`src/rtl/exp_golomb_bitstream_writer.sv`:
```
// Exp-Golomb ue(v)/se(v) encoder packing codewords MSB-first into 16-bit words.
// Define RBSP_TRAILING_EN to append a '1' stop bit before the flush zero fill.
module exp_golomb_bitstream_writer (
  input  logic        clk,
  input  logic        reset,
  input  logic        in_valid,
  output logic        in_ready,
  input  logic        in_flush,
  input  logic        in_is_se,
  input  logic [15:0] in_value,
  output logic        out_valid,
  input  logic        out_ready,
  output logic [15:0] out_word,
  output logic        out_last,
  output logic        flush_done
);

  typedef enum logic {RUN, FLUSH} state_t;

  state_t      state;
  logic        s1_valid;
  logic        s1_flush;
  logic [31:0] s1_code;
  logic [5:0]  s1_len;
  logic [47:0] bit_buf;
  logic [5:0]  cnt;
  logic        done_q;

  logic [15:0] neg;
  logic [15:0] code_num;
  logic [15:0] cn1;
  logic [3:0]  m;
  logic [5:0]  code_len;
  logic [31:0] code_al;

  always_comb begin
    neg      = 16'd0 - in_value;
    code_num = in_value;
    if (in_is_se) begin
      if (!in_value[15] && in_value != 16'd0)
        code_num = {in_value[14:0], 1'b0} - 16'd1;
      else if (in_value == 16'h8000)
        code_num = 16'hFFFE;
      else
        code_num = {neg[14:0], 1'b0};
    end else if (in_value == 16'hFFFF) begin
      code_num = 16'hFFFE;
    end
    cn1 = code_num + 16'd1;
    m   = 4'd0;
    for (int i = 1; i < 16; i++)
      if (cn1[i]) m = 4'(i);
    code_len = {1'b0, m, 1'b0} + 6'd1;
    code_al  = {16'h0000, cn1} << (6'd32 - code_len);
  end

  logic run;
  logic pop;
  logic merge;
  logic accept;

  assign run       = (state == RUN);
  assign out_valid = !reset &&
                     (run ? (cnt >= 6'd16) : (cnt != 6'd0));
  assign out_word  = reset ? 16'h0000 : bit_buf[47:32];
  assign out_last  = !reset && !run && (cnt == 6'd16);
  assign flush_done = done_q && !reset;

  assign pop    = out_valid && out_ready;
  assign merge  = run && s1_valid && (cnt <= 6'd16);
  assign in_ready = run && !reset && (!s1_valid || merge);
  assign accept = in_valid && in_ready;

  logic [47:0] buf_p;
  logic [5:0]  cnt_p;
  logic [47:0] buf_m;
  logic [5:0]  cnt_m;
  logic [47:0] buf_f;
  logic [5:0]  cnt_t;
  logic [5:0]  cnt_pad;

  // Merge lands at the post-pop count so a pop and a merge can share a cycle.
  always_comb begin
    buf_p = pop ? (bit_buf << 16) : bit_buf;
    cnt_p = pop ? (cnt - 6'd16) : cnt;
    buf_m = buf_p | ({s1_code, 16'h0000} >> cnt_p);
    cnt_m = cnt_p + s1_len;
`ifdef RBSP_TRAILING_EN
    buf_f = buf_m | (48'h8000_0000_0000 >> cnt_m);
    cnt_t = cnt_m + 6'd1;
`else
    buf_f = buf_m;
    cnt_t = cnt_m;
`endif
    cnt_pad = (cnt_t + 6'd15) & 6'h30;
  end

  always_ff @(posedge clk) begin
    if (reset) begin
      state    <= RUN;
      bit_buf  <= '0;
      cnt      <= '0;
      s1_valid <= 1'b0;
      s1_flush <= 1'b0;
      s1_code  <= '0;
      s1_len   <= '0;
      done_q   <= 1'b0;
    end else begin
      done_q <= 1'b0;
      if (accept) begin
        s1_valid <= 1'b1;
        s1_flush <= in_flush;
        s1_code  <= in_flush ? 32'h0 : code_al;
        s1_len   <= in_flush ? 6'd0 : code_len;
      end else if (merge) begin
        s1_valid <= 1'b0;
      end
      case (state)
        RUN: begin
          if (merge && s1_flush) begin
            bit_buf <= buf_f;
            cnt     <= cnt_pad;
            if (cnt_pad == 6'd0) done_q <= 1'b1;
            else                 state  <= FLUSH;
          end else if (merge) begin
            bit_buf <= buf_m;
            cnt     <= cnt_m;
          end else if (pop) begin
            bit_buf <= buf_p;
            cnt     <= cnt_p;
          end
        end
        FLUSH: begin
          if (pop) begin
            bit_buf <= buf_p;
            cnt     <= cnt_p;
            if (cnt == 6'd16) begin
              state  <= RUN;
              done_q <= 1'b1;
            end
          end
        end
        default: state <= RUN;
      endcase
    end
  end

endmodule

```
`config.mk`:
```
export PLATFORM = sky130hd
export DESIGN_NAME = exp_golomb_bitstream_writer
export DESIGN_NICKNAME = d
export VERILOG_FILES = /design/src/rtl/exp_golomb_bitstream_writer.sv
export SDC_FILE = /design/constraint.sdc
export NUM_CORES = 1
export LEC_CHECK = 0
export ABC_CLOCK_PERIOD_IN_PS = 7200
export CORE_ASPECT_RATIO = 2
export CORE_MARGIN = 4
export CORE_UTILIZATION = 55
export CTS_BUF_LIST = sky130_fd_sc_hd__clkbuf_2 sky130_fd_sc_hd__clkbuf_4 sky130_fd_sc_hd__clkbuf_8
export DETAILED_ROUTE_END_ITERATION = 16
export PLACE_DENSITY = 0.74
export RECOVER_POWER = 25
export SLEW_MARGIN = 20
export SYNTH_ARGS = -nofsm -noshare
export SYNTH_HDL_FRONTEND = slang
export SYNTH_SLANG_ARGS = --single-unit
```
`constraint.sdc`:
```
create_clock -name clk -period 7.2 [get_ports clk]
set_input_delay 1.44 -clock clk [delete_from_list [all_inputs] [get_ports clk]]
set_output_delay 1.44 -clock clk [all_outputs]
set_load 0.02 [all_outputs]
```
Yosys cells after proc, flatten, opt, wreduce, memory -nomap -nowiden
Cells that the tools add are included.
- bits in registers: 96
- input bits: 22
- output and inout port bits: 20
- logic and storage cells: 90
- add/sub/neg operators: 8
- magnitude comparators: 2
- equal/unequal tests: 3
- shifts and indexed selects: 2
- mux-type cells: 45
- bitwise operators: 2
- reductions and logical operators: 20
- operators with widths (kind ; number):
    $mux 48 ; 4
    $pmux 48 s2 ; 1
    $mux 16 ; 5
    $mux 4 ; 14
    $or 48x48->48 ; 1
    $shr 48x6->48 ; 1
    $eq 16x16->1 const B ; 2
    $mux 32 ; 1
    $shl 16x6->32 ; 1
    $mux 6 ; 5
    $add 16x1->16 const B ; 1
    $reduce_bool 16->1 ; 1
    $sub 16x1->16 const B ; 1
    $sub 1x15->15 const A ; 1
    $logic_and 1x1->1 ; 12
    $mux 1 ; 12
    $pmux 6 s2 ; 1
    $add 5x1->6 const B ; 1
    $add 6x4->6 const B ; 1
    $add 6x6->6 ; 1
    $eq 6x5->1 const B ; 1
    $ge 6x5->1 const B ; 1
    $le 6x5->1 const B ; 1
    $logic_not 6->1 ; 1
    other kinds (8) ; 11

Longest topological paths before layout
- word-level depth: 24
- gate-level depth with buffers: 23
- mapped depth without buffers: 19

Least setup slack after synthesis
No wires, ideal clock.
- path kind: input port to flip-flop
- from: in in_value[0]
- to: reg s1_code[16]
- setup time: 122 ps
- data arrival time: 5707 ps
- required time: 7078 ps
- setup slack: 1371 ps
- stages on the path: 17
- path buffers: 2
- cells stage by stage: inv_1 -> ha_1 -> or3b_2 -> buf_2 -> o31a_1 -> or3_1 -> nand3_1 -> nand4_4 -> or4_1 -> buf_2 -> o21ai_1 -> a21oi_1 -> a2111o_1 -> nand2_2 -> mux2_2 -> mux2_2 -> a221o_1
- longest elaborated chain between the ends: 24
- elaborated cells between the ends (all ways): 30
- classes of those cells: add/sub: 5; eq/ne: 2; shift: 1; mux: 20; reduce/logical: 2
- RTL lines (element ; RTL line ; source):
    from (decl) ; 10 ; input logic [15:0] in_value,
    $sub 1x15->15 (tied with other cells) ; 37 ; neg = 16'd0 - in_value;
    $mux 16 / $logic_and 1x1->1 (equally long branches) ; 42, 40 ;
    $mux 16 ; 40 ; if (!in_value[15] && in_value != 16'd0)
    $mux 16 * ; 39 ; if (in_is_se) begin
    $add 16x1->16 * ; 49 ; cn1 = code_num + 16'd1;
    $mux 1 ; 52 ; if (cn1[i]) m = 4'(i);
    $mux 4 (14 in a row) ; 52 ;
    $add 5x1->6 ; 53 ; code_len = {1'b0, m, 1'b0} + 6'd1;
    $sub 6x6->6 ; 54 ; code_al = {16'h0000, cn1} << (6'd32 - code_len);
    $shl 16x6->32 * ; 54 ;
    $mux 32 * ; 113 ; s1_code <= in_flush ? 32'h0 : code_al;
    to (signal assigned) ; 113 ;
    to (decl) ; 23 ; logic [31:0] s1_code;
Every way passes the cells marked *; elsewhere a longest branch is shown, timed or not.
A chain may end at the register's enable or synchronous reset.

Worst setup path in the final report
- from: in in_value[1]
- to: reg s1_code[7]
- longest elaborated chain between the ends: 24
- elaborated cells between the ends (all ways): 30
- classes of those cells: add/sub: 5; eq/ne: 2; shift: 1; mux: 20; reduce/logical: 2
- RTL lines (element ; RTL line):
    branches (longest 3 deep; another with $sub 1x15->15) ; n/a
    $mux 16 * ; 39
    $add 16x1->16 * ; 49
    $mux 1 ; 52
    $mux 4 (14 in a row) ; 52
    $add 5x1->6 ; 53
    $sub 6x6->6 ; 54
    $shl 16x6->32 * ; 54
    $mux 32 * ; 113
Every way passes the cells marked *.

==> out/metrics.yaml <==
die:
  fp.dieW_um: 93.72
  core_um2: 14430
  dieArea_um2: 16810
  die_h_um: 179.4
  ios: 42
  start_util: 0.5601
  num_rows: 62
sta:
  slew_viol_final: 169
  fin_tns_setup_ps: 0
  setup_viol_count_final: 0
  skew_ps: 6.422
  hold_violations: 0
  min_period_over_period: 0.9019
  worst_slew_pin_slew_ps: 3066
  slew_headroom: -1.044
  clock.fmax_mhz: 154.0
  rsz0062_at_grt: "no"
  finalCriticalPeriod_ps: 6494
  holdWs_ps: 475.1
synthesis:
  syn_area_um2: 8082
  ys_seq_area_frac: 0.2329
  synth.avg_cell_area_um2: 7.421
  synth_nets: 1123
  synth_seq_cells: 94
  synth_edf_count: 0
  yosysWarnings: 0
  async_flop_share: 0
  yosysUniqueCellTypes: 84
  synth_cells: 1089
  synth_ff_type: "dfxtp_1"
power:
  intPower_w: 0.0008361
  pwr-share-comb: 0.334
  switching_power_w: 0.0004765
  total_leakage_power_nw: 3.108
  total_power_w: 0.001313
  peakVddDrop_v: 0.00007438
  swShare: 0.3630
  pwr-share-clk: 0.249
  p_seq_frac: 0.417
  power.density_nw_per_um2: 147.2
detailed_routing:
  drt-vias-per-instance: 6.490
  first_pass_iters: 5
  vias: 8457
  drc: 0
  drt_first_iter_violations: 525
  detail-route-antenna-nets: 0
  wl_per_cell_um: 20.30
  routed_wl_mm: 26.45
clock_network:
  htree_levels: 3
  cts_setup_buffers: 0
  clock-root-buffer: "clkbuf_8"
  hold_buffers: 0
  tritoncts: "built"
  cts_buffers: 9
  clk_latency_ps: 380
  numClockSinks: 94
  clock_path_buffers: 2
  cts_resized: 0
  clk_pin_slew_ps: 80
setup_path:
  critPathRequiredTime_ps: 7520
  cp-start-kind: "input port"
  r2r-start: "cnt[0]$_SDFFE_PP0P_"
  reg2reg_slack_ps: 1100
  arrival_ps: 6810
  critPathCaptureType: "flip-flop"
  crit_chain: "clkdlybuf4s50_1 > inv_1 > ha_1 > nor4b_1 > nand4_1 > a32o_1 > a21oi_1 > ha_1 > o21ai_0 > a31oi_1 > o21a_1 > nand3_1 > or2_0 > o41a_1 > o31ai_4 > mux2_2 > mux2i_1 > buf_4 > a22oi_1 > nor2_1"
  crit_path_max_fanout: 15
  r2r_cells: 11
  crit_top_cell: "ha_1"
  setup.worst_path.class: "input port to flip-flop"
  crit_path_top_delay_cell: "o31ai_4"
  max_stage_delay_ps: 620
  r2r-end: "bit_buf[3]$_SDFF_PP0_"
grt:
  grtUsageTotal: 0.3138
  grt-ovfl-total: 0
  grt_max_degree: 75
  first_global_vias: 8335
  antenna_found_initial: 0
  grt_pass1_wl_mm: 42.14
cells_and_area:
  syn_to_final_growth_pct: 10.33
  fin_util: 0.6179
  antenna_cells: 0
  fin_area_um2: 8916
  drive_gt1_frac: 0.1116
  finalNetCount: 1140
placement:
  port_buffers: 41
  globalplace.congestion: 1.035
  dpl.hpwl_mm: 20.61
  place_area_um2: 8762
hold_path:
  min_from: "s1_len[4]$_SDFFE_PP0P_"
  worstHoldPathType: "flip-flop to flip-flop"
  hold_depth: 2
  min_to: "s1_len[4]$_SDFFE_PP0P_"
outcome:
  violations: "capacitance limit, slew limit"
  status: "complete, but fails checks"
job:
  maxCapViolations: 3
[layout by cell type (no fill, tap or decap), drive strengths merged, types with 11 or more instances in the layout]
cell type,n
nand2,172
nor2,110
dfxtp,94
o21ai,71
a21oi,50
mux2i,49
buf,45
a31oi,43
clkdlybuf4s50,40
nand3,30
a22oi,30
xnor2,25
nor2b,24
nor3,24
mux2,22
clkbuf,17
mux4,16
o22ai,16
inv,16
a211oi,15
o31ai,13
xor2,12
or2,12
ha,11
nor4,11
[final cells by class]
cell class              count  area, um2
multi-input cells         894       5796
fillers                  1397       5513
flip-flops and latches     94       1884
repair buffers             90      757.0
well taps                 192      240.2
clock buffers              12      152.6
inverters                  17      63.81
clock inverters             4      22.52
[critical path, delay by kind of cell]
family	cells	cell delay (ps)
AOI/OAI and AO/OA	8	2120
adders and majority gates	2	500
buffers and inverters	3	790
muxes	2	710
and+or+nand+nor	5	1240
[registers in the layout, summed over array words and instances (netlist names)]
| register | count |
|---|---|
| s1_len | 5 |
| cnt | 6 |
| s1_flush | 1 |
| bit_buf | 48 |
| state | 1 |
| s1_code | 31 |
| s1_valid | 1 |
| done_q | 1 |
[synthesized netlist by cell type (all sizes together) (25+ instances only)]
| cell type | count | area (um2) |
|---|---|---|
| nand2 | 172 | 648.1 |
| a21oi | 50 | 250.2 |
| nor2 | 110 | 412.9 |
| a31oi | 43 | 269.0 |
| dfxtp | 94 | 1882 |
| nand3 | 30 | 150.1 |
| o21ai | 71 | 355.3 |
| xnor2 | 25 | 219.0 |
| clkbuf | 68 | 255.2 |
| mux2i | 49 | 490.5 |
| a22oi | 30 | 225.2 |
[power groups by stage]
stage / Sequential, W / Combinational [W] / Clock (W)
global route: 0.000549 / 0.000473 / 0.000344
global placement: 0.000559 / 0.000427 / 0
floorplan: 0.000554 / 0.000300 / 0
finish: 0.000547 / 0.000438 / 0.000327
CTS: 0.000547 / 0.000431 / 0.000329
detailed placement: 0.000559 / 0.000430 / 0
[logic make-up after synthesis]
| family | after synthesis | synth area share |
|---|---|---|
| flops | 94 | 0.2329 |
| buf+inv | 101 | 0.05001 |
| mux | 87 | 0.1364 |
| simple gates | 433 | 0.2483 |
| compound gates | 325 | 0.2728 |
| xor+xnor | 37 | 0.04010 |
| fa+ha+maj | 12 | 0.01951 |
[worst max-delay path by stage]
stage	slack (ps)	from	end
6_report	710	in_value[1]	s1_code[7]$_SDFFE_PP0P_
5_1_grt	360	in_value[1]	s1_code[7]$_SDFFE_PP0P_
4_1_cts	780	in_value[1]	s1_code[7]$_SDFFE_PP0P_
3_5_place_dp	380	in_value[1]	s1_code[29]$_SDFFE_PP0P_
3_3_place_gp	530	in_value[1]	s1_code[7]$_SDFFE_PP0P_
2_1_floorplan	1370	in_value[0]	s1_code[16]$_SDFFE_PP0P_
[routing by layer]
metal / track usage / vias up / wire length [um]
li1: - / 4063 / -
met1: 0.2839 / 3943 / 8691
met2: 0.5927 / 313 / 14420
met3: 0.03222 / 138 / 896
met4: 0.2610 / 0 / 2442
met5: 0 / - / 0
[per-stage QoR]
stage | setup WS [ps] | cells
CTS | 775.5 | 1303
global placement | 530.8 | 1287
global route | 359.8 | 1303
detailed placement | 385.0 | 1287
floorplan | 1371 | 1089
finish | 706.4 | 1303
No activity file was read; power rests on OpenSTA's default activity.
